File: config.mk
export PLATFORM = sky130hd
export DESIGN_NAME = unified_mem_responder
export DESIGN_NICKNAME = d
export VERILOG_FILES = /design/src/rtl/unified_mem_responder.sv
export SDC_FILE = /design/constraint.sdc
export NUM_CORES = 2
export LEC_CHECK = 0
export CORE_MARGIN = 3
export CORE_UTILIZATION = 65
export DETAILED_ROUTE_END_ITERATION = 10
export PLACE_DENSITY_LB_ADDON = 0.05
export SLEW_MARGIN = 0
export SYNTH_ARGS = -nofsm -noshare
export SYNTH_HDL_FRONTEND = slang
export SYNTH_SLANG_ARGS = --single-unit
File: constraint.sdc
create_clock -name clk -period 7.05 [get_ports clk]
set_clock_uncertainty 0.05 [all_clocks]
set_input_delay 0.705 -clock clk [delete_from_list [all_inputs] [get_ports clk]]
set_output_delay 0.705 -clock clk [all_outputs]
set_load 0.02 [all_outputs]
File: src/rtl/unified_mem_responder.sv
// Unified instruction/data memory responder for the multicycle core.
// Word-addressed storage with combinational read and synchronous write,
// plus a boot loader that fills memory from a valid/ready word stream
// while holding the core in reset.
//
// Loader handshake: a word transfers on a rising edge where LoadValid and
// LoadReady are both high. LoadReady depends only on state, never on
// LoadValid. The first word is the length; the following words are data.
module unified_mem_responder #(
    parameter int DEPTH_WORDS = 64,
    parameter int ADDR_W      = 6,
    parameter bit BOOT_LOAD   = 1'b1
) (
    input  logic        clk,
    input  logic        Reset,
    input  logic [31:0] Adr,
    input  logic [31:0] WriteData,
    input  logic        MemWrite,
    output logic [31:0] ReadData,
    input  logic        LoadValid,
    input  logic [31:0] LoadData,
    output logic        LoadReady,
    output logic        CpuReset,
    output logic        AccessFault,
    output logic        MisalignFault,
    output logic        LoadDone
);

    localparam logic [1:0] LOAD_LEN  = 2'd0;
    localparam logic [1:0] LOAD_DATA = 2'd1;
    localparam logic [1:0] RUN       = 2'd2;

    localparam logic [1:0]      RESET_STATE = BOOT_LOAD ? LOAD_LEN : RUN;
    localparam logic [ADDR_W:0] DEPTH_L     = (ADDR_W + 1)'(DEPTH_WORDS);
    localparam logic [ADDR_W:0] LEN_ONE     = (ADDR_W + 1)'(1);

    logic [1:0]        state;
    logic [ADDR_W-1:0] ptr;
    logic [ADDR_W:0]   len;
    logic [31:0]       mem [DEPTH_WORDS];

    logic              in_range;
    logic [ADDR_W-1:0] idx;
    logic              misaligned;
    logic              handshake;
    logic [ADDR_W:0]   len_clamped;
    logic              last_word;

    logic              mem_we;
    logic [ADDR_W-1:0] mem_wa;
    logic [31:0]       mem_wd;

    // Address decode and loader stream helpers.
    always_comb begin
        in_range    = (Adr[31:ADDR_W+2] == '0);
        idx         = Adr[ADDR_W+1:2];
        misaligned  = (Adr[1:0] != 2'b00);
        handshake   = LoadValid && LoadReady;
        len_clamped = (LoadData >= 32'(DEPTH_WORDS)) ? DEPTH_L : LoadData[ADDR_W:0];
        last_word   = ({1'b0, ptr} == (len - LEN_ONE));
    end

    // State-decoded status outputs.
    always_comb begin
        LoadReady = (state == LOAD_LEN) || (state == LOAD_DATA);
        CpuReset  = (state == LOAD_LEN) || (state == LOAD_DATA);
        LoadDone  = (state == RUN);
    end

    // Loader FSM, pointer, length and sticky fault flags.
    always_ff @(posedge clk) begin
        if (Reset) begin
            state         <= RESET_STATE;
            ptr           <= '0;
            len           <= '0;
            AccessFault   <= 1'b0;
            MisalignFault <= 1'b0;
        end else begin
            case (state)
                LOAD_LEN: begin
                    if (handshake) begin
                        len   <= len_clamped;
                        state <= (len_clamped == '0) ? RUN : LOAD_DATA;
                    end
                end
                LOAD_DATA: begin
                    if (handshake) begin
                        ptr <= ptr + 1'b1;
                        if (last_word) begin
                            state <= RUN;
                        end
                    end
                end
                RUN: begin
                    if (!in_range) begin
                        AccessFault <= 1'b1;
                    end
                    if (misaligned) begin
                        MisalignFault <= 1'b1;
                    end
                end
                default: state <= RESET_STATE;
            endcase
        end
    end

    // Single write port shared by the loader and core stores.
    always_comb begin
        mem_we = 1'b0;
        mem_wa = ptr;
        mem_wd = LoadData;
        if ((state == LOAD_DATA) && handshake) begin
            mem_we = 1'b1;
        end else if ((state == RUN) && MemWrite && in_range) begin
            mem_we = 1'b1;
            mem_wa = idx;
            mem_wd = WriteData;
        end
    end

    // Storage is never cleared, so a partial load survives Reset.
    always_ff @(posedge clk) begin
        if (mem_we && !Reset) begin
            mem[mem_wa] <= mem_wd;
        end
    end

    // Combinational read; out-of-range addresses return zero.
    always_comb begin
        ReadData = in_range ? mem[idx] : 32'h0;
    end

endmodule

==> summary.txt <==
Worst setup path
  • Worst path arrival time: 4790 ps
  • Startpoint Class: input pin
  • Critical path class: input pin to output pin
  • Crit. End Element: output pin
  • Critical path fanouts, max: 80
  • Worst path required time: 6290 ps

Synthesis
  • Leading post-synthesis cells by cell area: edfxtp_1, mux4_2, mux2i_1
  • Post-synth top area share: between 70% and 80%
  • Async set-or-reset flop fraction in the synthesized netlist: 0%
  • Synth Net Count: 3811
  • Mapped Area: 0.08020 mm2
  • Cells after Synth: roughly 3700
  • Sequential fraction of the synthesis area: 77.10%
  • Commonest register cell after synthesis: edfxtp_1
  • Synth warnings: 0
  • Yosys top cell by area: edfxtp_1
  • Syn_area_per_cell: around 22 um2
  • Synth unique cells: 60
  • Synth Register Bits: 2065
  • EDFF count, synth: 2048

Die
  • Core area: 0.1222 mm2
  • Die X: roughly 360 um
  • # rows: 128
  • Die area: about 0.13 mm2
  • Ports: 137
  • Die Ht: 357.3 um
  • Initial Util: 65.63%

Worst hold path
  • Worst min-delay path class: flop to flop

Timing
  • Worst-margin pin slew: about 1400 ps
  • Final setup violation count: 0
  • Final Slew Violations: 0
  • Final hold violation count: 0
  • Setup TNS after final layout: 0 ps
  • Relative slew margins: 9.523%
  • RSZ-0062 raised after global routing: false
  • Worst setup margin: 1504 ps
  • Period minus WS final: approximately 5500 ps
  • Max Fclk: between 150 and 200 MHz
  • Crit share post-route: 78.67%

CTS
  • Clk sinks: 2065
  • CTS root buffer: clkbuf_16
  • CTS clock-pin slew for the worst setup and hold paths: 60 ps
  • CTS max path bufs: 3
  • CTS tree: yes
  • CTS resizes: 0
  • Worst skew pair latency: 810 ps
  • Post-CTS Setup Repair Bufs: 0
  • CTS H-Tree Depth: 4
  • Inserted Clock Buffers: 196
  • CTS Hold Bufs: 0

Place
  • Hpwl dp: about 110000 um
  • DP Worst Slack: 1488 ps
  • Gpl congestion: 0.8693
  • IO buf count: 136

Global route
  • Largest net degree at the start of global routing: 89
  • Grt ovf: 0
  • Vias in the first global route: 40780
  • Antenna violations before repair: 3
  • Total track usage: 33.27%
  • First-pass GRT wire length: 296300 um

Power
  • Leak: 28.68 nW
  • Pwr/cell area: about 270 mW/mm2
  • Peak supply drop: 370.1 uV

Layout
  • Most frequent cells in the layout: edfxtp_1, mux4_2, mux2i_1, clkbuf_16, nand2_1
  • Share of post-route cells with drive strength above 1: 24.83%
  • Commonest non-fill, non-tap cell in the layout: edfxtp_1
  • Layout Nets: 4098
  • Layout area overhead: 12.75%

Routing
  • Drc violations: 0
  • Final ANT Viol Nets: 0
  • Router iterations before antenna repair: 6
  • WL/cell: 35.70 um
  • DR iter-0 viols: 6072
  • Via density: 7.079
  • Via count: 40910
  • WL final: 206300 um

Run status
  • Status: completed

Flow run
  • Max Cap Viol: 0
==> logic make-up (layout without fill, tap and decap cells) <==
logic type,after synthesis,after routing,share of synthesized area (%)
flops,2065,2065,77.10
mux,736,736,16.73
simple gates,404,404,2.279
compound gates,272,272,2.324
buf+inv,217,661,1.385
xor+xnor,13,13,0.1420
fa+ha+maj,2,2,0.03120
other cells,0,1,0
==> worst max-delay path: stages <==
cell	delay (ps)
buf_8	650
buf_4	600
mux4_2	330
mux2_2	240
o22ai_1	100
a2111oi_0	1060
nor3_1	90
nor2_1	240
clkdlybuf4s50_1	670
==> Yosys cell counts, types with 10 or more instances <==
| cell type | number |
|---|---|
| o22ai_1 | 21 |
| buf_6 | 12 |
| a21oi_1 | 51 |
| a32oi_1 | 13 |
| nand3_1 | 27 |
| nor3_1 | 67 |
| nor2b_1 | 10 |
| a211oi_1 | 14 |
| mux2i_1 | 236 |
| a22oi_1 | 77 |
| nor2_1 | 52 |
| buf_4 | 32 |
| mux4_2 | 482 |
| buf_2 | 69 |
| o21ai_0 | 33 |
| edfxtp_1 | 2048 |
| nand2_1 | 196 |
| a221oi_1 | 18 |
| clkbuf_1 | 73 |
| dfxtp_1 | 17 |
| mux2_2 | 18 |
| buf_1 | 21 |
| nor4_1 | 16 |
| a31oi_1 | 10 |
==> path summary, 6_finish.rpt <==
path	slack [ps]	from	cells past startpoint	end
worst max-delay path	1500	Adr[2]	9	ReadData[24]
worst min-delay path	400	MisalignFault	2	MisalignFault
worst max register to register	2610	state[1]	8	mem[21][0]
worst min register to register	400	MisalignFault	2	MisalignFault
==> state kept, by name (all words and copies together) (netlist names) <==
name / flops
mem: 2048
len: 7
ptr: 6
state: 2
AccessFault: 1
MisalignFault: 1
==> per-stage QoR <==
| stage | area, um2 | utilization (%) | hold slack, ps | total power, mW | std cells |
|---|---|---|---|---|---|
| floorplan | 80200 | - | 394.6 | 14.49 | 3709 |
| global placement | 84340 | 69.02 | 382.7 | 14.89 | 5422 |
| detailed placement | 84340 | 69.02 | 394.8 | 14.92 | 5422 |
| CTS | 90410 | 73.99 | 403.9 | 24.81 | 5777 |
| global route | 90420 | 74.00 | 428.1 | 25.37 | 5778 |
| finish | 90420 | 74.00 | 396.7 | 24.69 | 5779 |
==> layer usage <==
layer / wire length [um] / track usage, % / share of wire (%) / up-vias
met1: 75100 / 48.25 / 36 / 21490
met4: 6671 / 10.31 / 3.2 / 0
met5: 0 / 0 / 0 / -
met3: 25740 / 7.965 / 12 / 406
met2: 98790 / 51.51 / 48 / 2841
li1: - / - / - / 16180
==> final cells by class <==
type	instances	area (um2)
diodes	1	2.502
multi-input cells	1427	17740
clock buffers	257	5219
repair buffers	296	2704
clock inverters	98	850.8
flip-flops and latches	2065	61840
fillers	6813	31770
well taps	1625	2033
inverters	10	40.04
==> power breakdown <==
part           internal (mW)  switching [mW]  total (mW)  leakage [nW]
sequential              13.5         0.00471        13.5          18.5
combinational          0.435           0.725        1.16          7.19
clock                   5.67            4.35        10.0          2.95
Power figures use the tool's default switching activity.
